--- src/rtl/rggen_bit_field_rwx_if.sv ---
// Register-block side view of one bit field: access strobes and masks in,
// read data and current field value out.
interface rggen_bit_field_if #(
  parameter int WIDTH = 8
);
  logic             valid;
  logic [WIDTH-1:0] read_mask;
  logic [WIDTH-1:0] write_mask;
  logic [WIDTH-1:0] write_data;
  logic [WIDTH-1:0] read_data;
  logic [WIDTH-1:0] value;

  modport bit_field (
    input  valid, read_mask, write_mask, write_data,
    output read_data, value
  );

  modport master (
    output valid, read_mask, write_mask, write_data,
    input  read_data, value
  );
endinterface

--- src/rtl/rggen_bit_field_rwx.sv ---
// Generalised SW/HW accessible bit field: selectable SW write/read side effects,
// HW load/set/clear with fixed precedence, and registered access trigger pulses.
module rggen_bit_field_rwx #(
  parameter int               WIDTH           = 8,
  parameter logic [WIDTH-1:0] INITIAL_VALUE   = '0,
  parameter int               SW_WRITE_ACTION = 0,
  parameter int               SW_READ_ACTION  = 0,
  parameter bit               HW_WRITE_EN     = 1'b0,
  parameter bit               HW_SET_EN       = 1'b0,
  parameter bit               HW_CLEAR_EN     = 1'b0
) (
  input  logic                 i_clk,
  input  logic                 i_rst_n,
  rggen_bit_field_if.bit_field bit_field_if,
  input  logic                 i_hw_write_enable,
  input  logic [WIDTH-1:0]     i_hw_write_data,
  input  logic [WIDTH-1:0]     i_hw_set,
  input  logic [WIDTH-1:0]     i_hw_clear,
  output logic [WIDTH-1:0]     o_value,
  output logic                 o_write_trigger,
  output logic                 o_read_trigger
);

  localparam int SW_W_NORMAL = 0;
  localparam int SW_W_W1C    = 1;
  localparam int SW_W_W1S    = 2;
  localparam int SW_W_W1T    = 3;
  localparam int SW_W_W0C    = 4;
  localparam int SW_W_W0S    = 5;
  localparam int SW_W_W0T    = 6;
  localparam int SW_W_WC     = 7;
  localparam int SW_W_WS     = 8;

  localparam int SW_R_RC = 1;
  localparam int SW_R_RS = 2;

  function automatic logic [WIDTH-1:0] sw_write_result(
    input logic [WIDTH-1:0] v,
    input logic [WIDTH-1:0] d,
    input logic [WIDTH-1:0] m
  );
    logic [WIDTH-1:0] r;
    case (SW_WRITE_ACTION)
      SW_W_NORMAL: r = (d & m) | (v & ~m);
      SW_W_W1C:    r = v & ~(d & m);
      SW_W_W1S:    r = v | (d & m);
      SW_W_W1T:    r = v ^ (d & m);
      SW_W_W0C:    r = v & ~(~d & m);
      SW_W_W0S:    r = v | (~d & m);
      SW_W_W0T:    r = v ^ (~d & m);
      SW_W_WC:     r = v & ~m;
      SW_W_WS:     r = v | m;
      default:     r = v;
    endcase
    return r;
  endfunction

  function automatic logic [WIDTH-1:0] sw_read_result(
    input logic [WIDTH-1:0] v,
    input logic [WIDTH-1:0] m
  );
    logic [WIDTH-1:0] r;
    case (SW_READ_ACTION)
      SW_R_RC: r = v & ~m;
      SW_R_RS: r = v | m;
      default: r = v;
    endcase
    return r;
  endfunction

  logic [WIDTH-1:0] value_p1;
  logic             wr_trig_p1;
  logic             rd_trig_p1;

  logic             wr_p0;
  logic             rd_p0;
  logic [WIDTH-1:0] sw_p0;
  logic [WIDTH-1:0] hw_p0;
  logic [WIDTH-1:0] next_p0;

  // Stage p0: access decode and next-value precedence (SW, then HW load, set, clear)
  always_comb begin
    wr_p0 = bit_field_if.valid & (|bit_field_if.write_mask);
    rd_p0 = bit_field_if.valid & (|bit_field_if.read_mask) & ~wr_p0;

    sw_p0 = value_p1;
    if (wr_p0) begin
      sw_p0 = sw_write_result(value_p1, bit_field_if.write_data, bit_field_if.write_mask);
    end else if (rd_p0) begin
      sw_p0 = sw_read_result(value_p1, bit_field_if.read_mask);
    end

    hw_p0   = (HW_WRITE_EN && i_hw_write_enable) ? i_hw_write_data : sw_p0;
    hw_p0   = hw_p0 | (HW_SET_EN ? i_hw_set : '0);
    next_p0 = hw_p0 & ~(HW_CLEAR_EN ? i_hw_clear : '0);
  end

  // Stage p1: field state and trigger pulses
  always_ff @(posedge i_clk or negedge i_rst_n) begin
    if (!i_rst_n) begin
      value_p1   <= INITIAL_VALUE;
      wr_trig_p1 <= 1'b0;
      rd_trig_p1 <= 1'b0;
    end else begin
      value_p1   <= next_p0;
      wr_trig_p1 <= wr_p0;
      rd_trig_p1 <= rd_p0;
    end
  end

  assign bit_field_if.read_data = value_p1;
  assign bit_field_if.value     = value_p1;
  assign o_value                = value_p1;
  assign o_write_trigger        = wr_trig_p1;
  assign o_read_trigger         = rd_trig_p1;

endmodule

--- src/flat_wrapper.sv ---
// flat-port wrapper written by rule: the top's interface ports become plain ports
module rggen_bit_field_rwx_flat 
#(
  parameter int               WIDTH           = 8,
  parameter logic [WIDTH-1:0] INITIAL_VALUE   = '0,
  parameter int               SW_WRITE_ACTION = 0,
  parameter int               SW_READ_ACTION  = 0,
  parameter bit               HW_WRITE_EN     = 1'b0,
  parameter bit               HW_SET_EN       = 1'b0,
  parameter bit               HW_CLEAR_EN     = 1'b0
)
  (i_clk, i_rst_n, i_hw_write_enable, i_hw_write_data, i_hw_set, i_hw_clear, o_value, o_write_trigger, o_read_trigger, bit_field_if_valid, bit_field_if_read_mask, bit_field_if_write_mask, bit_field_if_write_data, bit_field_if_read_data, bit_field_if_value);
  rggen_bit_field_if #(.WIDTH(WIDTH)) bit_field_if_i ();
  input  logic i_clk;
  input  logic i_rst_n;
  input  logic i_hw_write_enable;
  input  logic [WIDTH-1:0] i_hw_write_data;
  input  logic [WIDTH-1:0] i_hw_set;
  input  logic [WIDTH-1:0] i_hw_clear;
  output logic [WIDTH-1:0] o_value;
  output logic o_write_trigger;
  output logic o_read_trigger;
  input wire logic [$bits(bit_field_if_i.valid)-1:0] bit_field_if_valid;
  input wire logic [$bits(bit_field_if_i.read_mask)-1:0] bit_field_if_read_mask;
  input wire logic [$bits(bit_field_if_i.write_mask)-1:0] bit_field_if_write_mask;
  input wire logic [$bits(bit_field_if_i.write_data)-1:0] bit_field_if_write_data;
  output wire logic [$bits(bit_field_if_i.read_data)-1:0] bit_field_if_read_data;
  output wire logic [$bits(bit_field_if_i.value)-1:0] bit_field_if_value;
  assign bit_field_if_i.valid = bit_field_if_valid;
  assign bit_field_if_i.read_mask = bit_field_if_read_mask;
  assign bit_field_if_i.write_mask = bit_field_if_write_mask;
  assign bit_field_if_i.write_data = bit_field_if_write_data;
  assign bit_field_if_read_data = bit_field_if_i.read_data;
  assign bit_field_if_value = bit_field_if_i.value;
  rggen_bit_field_rwx #(.WIDTH(WIDTH), .INITIAL_VALUE(INITIAL_VALUE), .SW_WRITE_ACTION(SW_WRITE_ACTION), .SW_READ_ACTION(SW_READ_ACTION), .HW_WRITE_EN(HW_WRITE_EN), .HW_SET_EN(HW_SET_EN), .HW_CLEAR_EN(HW_CLEAR_EN)) u_core (.i_clk(i_clk), .i_rst_n(i_rst_n), .bit_field_if(bit_field_if_i), .i_hw_write_enable(i_hw_write_enable), .i_hw_write_data(i_hw_write_data), .i_hw_set(i_hw_set), .i_hw_clear(i_hw_clear), .o_value(o_value), .o_write_trigger(o_write_trigger), .o_read_trigger(o_read_trigger));
endmodule
--- config.mk ---
export PLATFORM = sky130hd
export DESIGN_NAME = rggen_bit_field_rwx_flat
export DESIGN_NICKNAME = d
export VERILOG_FILES = /design/src/rtl/rggen_bit_field_rwx_if.sv /design/src/rtl/rggen_bit_field_rwx.sv /design/src/flat_wrapper.sv
export SDC_FILE = /design/constraint.sdc
export NUM_CORES = 1
export LEC_CHECK = 0
export CELL_PAD_IN_SITES_DETAIL_PLACEMENT = 1
export CELL_PAD_IN_SITES_GLOBAL_PLACEMENT = 1
export CORE_ASPECT_RATIO = 0.9
export CORE_MARGIN = 5
export CORE_UTILIZATION = 16
export CTS_BUF_LIST = sky130_fd_sc_hd__clkbuf_2
export DETAILED_ROUTE_END_ITERATION = 8
export GPL_ROUTABILITY_DRIVEN = 0
export PLACE_DENSITY = 0.89
export SLEW_MARGIN = 20
export SYNTH_ARGS = -nofsm -noshare
export SYNTH_HDL_FRONTEND = slang
export SYNTH_SLANG_ARGS = --single-unit
--- constraint.sdc ---
create_clock -name i_clk -period 1.35 [get_ports i_clk]
set_clock_uncertainty 0.1 [all_clocks]
set_input_delay 0.2025 -clock i_clk [delete_from_list [all_inputs] [get_ports i_clk]]
set_output_delay 0.2025 -clock i_clk [all_outputs]
set_load 0.005 [all_outputs]
### Word-level counts from Yosys, hierarchy flattened

Index checks and enable logic that the tools add are counted.

* flip-flop bits (word level): 10
* latch bits: 0
* memory bits (writable): 0
* ROM bits: 0
* input port bits: 52
* output and inout port bits: 26
* logic and storage cells: 13
* memories: 0

* $add $sub $neg: 0
* multiply operators: 0
* divide/modulo/power cells: 0
* magnitude comparators: 0
* equality and inequality tests: 0
* shifts and indexed selects: 0
* muxes and demuxes: 0
* bitwise operators: 8
* reductions and logical operators: 2

Operator list (number)
* $and 8x8->8: 2
* $reduce_or 8->1: 2
* $not 8->8: 1
* $or 8x8->8: 1
* $and 1x1->1: 3
* $not 1->1: 1

### Depth between registers and ports, before layout

* word-level depth: 4
* mapped depth: 3
* depth with buffers taken out: 2

### Worst setup path before layout

OpenSTA, ideal clock, no wires.

* kind: input -> register
* start: in bit_field_if_read_mask[5]
* end: reg u_core.rd_trig_p1 (netlist: u_core.o_read_trigger)
* library setup time: 122 ps
* arrival time: 945 ps
* required time: 1128 ps
* setup slack: 183 ps
* stages: 2
* buffers on the path: 0
* cell sequence: or4_1 > o2111a_1

* longest elaborated chain between the ends: 3

Ends and longest elaborated chain
* from (decl): RTL line flat_wrapper.sv:24 `input wire logic [$bits(bit_field_if_i.read_mask)-1:0] bit_field_if_read_mask;`
* $reduce_or 8->1: RTL line rggen_bit_field_rwx.sv:84 `rd_p0 = bit_field_if.valid & (|bit_field_if.read_mask) & ~wr_p0;`
* $and 1x1->1 (2 in a row): RTL line rggen_bit_field_rwx.sv:84
* via u_core.rd_p0: RTL line rggen_bit_field_rwx.sv:76 `logic rd_p0;`
* to (signal assigned): RTL line rggen_bit_field_rwx.sv:107 `rd_trig_p1 <= rd_p0;`
* to (decl): RTL line rggen_bit_field_rwx.sv:73 `logic rd_trig_p1;`

The timed path passes the listed nets, and every way through them passes these cells.
A chain may end at the register's enable or synchronous reset.

### Worst setup path in the final report

Same ends and word-level chain as after synthesis.

==> impl_metrics.yaml <==
status:
  outcome: "complete, but fails checks"
  failed_checks: "setup timing"
timing:
  hold_slack_ps: 183.0
  setup_viol: 1
  fmax_ghz: 0.7394
  setup_ws_ps: -2.412
  finalHoldViolations: 0
  drv_slew: 0
  setup-tns-final_ps: -2.412
  fin_crit_sh: 1.002
  worst_pin_slew_ps: 498.7
  layout_min_cycle_time_ps: 1352
  rsz0062_at_grt: "true"
  maxSlewHeadroom: 0.6665
final_layout:
  n_antenna_cell: 0
  drive_above_1_share: 0.2887
  fin_nets: 151
  layout_common_cells: "clkdlybuf4s50_1, dlygate4sd2_1, buf_4"
  layout_commonest_cell: "clkdlybuf4s50_1"
  area_delta_synth_final_pct: 90.99
  final_util: 0.3109
  fill_cells: 405
drt:
  antenna_left: 0
  wl_per_cell_um: 13.67
  drtIter0Drc: 5
  drc_errors: 0
  via_per_inst: 3.787
  vias: 534
  firstDrtPassIters: 2
  routed_wl_um: 1927
die:
  die_h_um: 65.21
  io_pins: 78
  num_rows: 20
  start_util: 0.1628
  die_x_um: 71.34
  core-area_um2: 3328
  die_area_um2: 4651
synthesis:
  synth_fa_ha_area_frac: 0
  synth-compound-area-share: 0.03464
  synthesis.area_um2: 541.8
  synthMuxAreaShare: 0.1663
  synth-simple-area-share: 0.1062
  syn_avg_cell_area_um2: 11.06
  netlist_instances: 49
  ys_seq_area_frac: 0.4619
  ys_types: 9
  yosysWarningCount: 0
  synth_top_family_by_area: "buffers and inverters"
  yosys_register_bits: 10
  syn-num-nets: 101
  synth_xor_area_frac: 0
setup_path:
  cpLargestDelayFamily: "simple AND/OR/NAND/NOR gates"
  r2r_cells: 2
  crit_fanout: 1
  cp_cell_sequence: "clkdlybuf4s50_1, or4_4, o2111a_1"
  start_kind: "primary input"
  cp.required_ps: 1390
  cp_slowest_cell: "or4_4"
  crit_path_max_incr_delay_ps: 530
  critPathCaptureType: "register"
  crit_buf_inv: 1
  r2r_slack_ps: 330
  crit_type: "primary input to register"
  arrival_ps: 1390
flow_run:
  drv_cap: 0
pwr:
  total_power_mw: 0.8711
  combPwrFrac: 0.401
  ir_worst_vdd_uv: 287.5
  p_leak_nw: 0.4780
  cellInternalPower_mw: 0.6325
  swShare: 0.2739
  pwr-share-seq: 0.414
  clkPwrFrac: 0.185
  power_density_nw_per_um2: 841.9
  p_switching_mw: 0.2386
clock_network:
  cts_made_buffers: 3
  cts-root-buf: "clkbuf_2"
  cts.clk_slew.worst_paths_ps: 100
  clk_path_buf_depth: 2
  tritoncts: "done"
  insertion_delay_ps: 240
  cts-hold-fix-buffers: 0
  h-tree-depth: 1
  clkSinkCount: 10
place:
  dpl.hpwl_um: 1636
  dp_slack_ps: -305.3
  portBuffers: 52
global_routing:
  overflow: 0
  grt_max_degree: 11
  grt_pass1_wl_um: 3049
  grt_pass1_vias: 647
  grt_util_all_layers: 0.08673
  grt_antenna_before_repair: 0
min_path:
  hp-class: "primary input to asynchronous set/reset pin"
[Yosys cell counts (all sizes together)]
cell type,n,share of area
a21boi,1,0.014
buf,17,0.23
dfrtp,10,0.46
mux2,8,0.17
nand2,8,0.055
nor4,2,0.023
o2111a,1,0.021
or4,2,0.028
[layout make-up]
type                            instances  area [um^2]  share of cell area
Clock buffer                            3        15.01             0.01451
Multi-Input combinational cell         22        170.2              0.1645
Sequential cell                        10        250.2              0.2418
Tap cell                               44        55.05             0.05320
Timing Repair Buffer                   62        544.3              0.5260
[layer usage]
metal | part of all wire | global-route usage
met3 | 0.083 | 0.04587
met2 | 0.57 | 0.1743
met4 | 0.011 | 0.01408
met1 | 0.33 | 0.07593
met5 | 0 | 0
[timing repair]
item / 4_1_cts / 5_1_grt
setup endpoints to repair: 27 / 11
pin swaps: 2 / 0
buffers inserted: 8 / 0
gates cloned: 0 / 0
gates resized for setup: 33 / 10
[worst register-to-register path: stages (launching register included)]
cell and delay, ps:
dfrtp_1 420, buf_4 140, mux2_2 260
[through the flow]
step,cells,instance area [um^2]
global route,141,1035
global placement,131,1015
CTS,142,1061
floorplan,49,541.8
detailed placement,131,1015
finish,141,1035
[worst max-delay path by stage]
stage / startpoint / end / slack [ps] / cells past startpoint
detailed placement: bit_field_if_read_mask[4] / u_core.o_read_trigger$_DFF_PN0_ / -310 / 3
finish: bit_field_if_read_mask[5] / u_core.o_read_trigger$_DFF_PN0_ / -2 / 3
CTS: register / bit_field_if_value[2] / -10 / 2
floorplan: bit_field_if_read_mask[5] / u_core.o_read_trigger$_DFF_PN0_ / 180 / 2
global placement: bit_field_if_read_mask[5] / u_core.o_read_trigger$_DFF_PN0_ / -210 / 3
global route: register / bit_field_if_value[2] / -40 / 2
[logic make-up (layout without fill, tap and decap cells)]
logic type             Yosys count  in the layout
AOI/OAI and AO/OA                2              2
buffers and inverters           17             65
DFF                             10             10
muxes                            8              8
and+or+nand+nor                 12             12
[power by group through the flow]
stage / Sequential (mW) / Combinational (mW) / Clock, mW
after floorplan: 0.377 / 0.157 / 0
after global placement: 0.376 / 0.371 / 0
after detailed placement: 0.382 / 0.379 / 0
after CTS: 0.360 / 0.371 / 0.168
after global routing: 0.370 / 0.380 / 0.195
final: 0.361 / 0.349 / 0.161
Power figures use the tool's default switching activity.
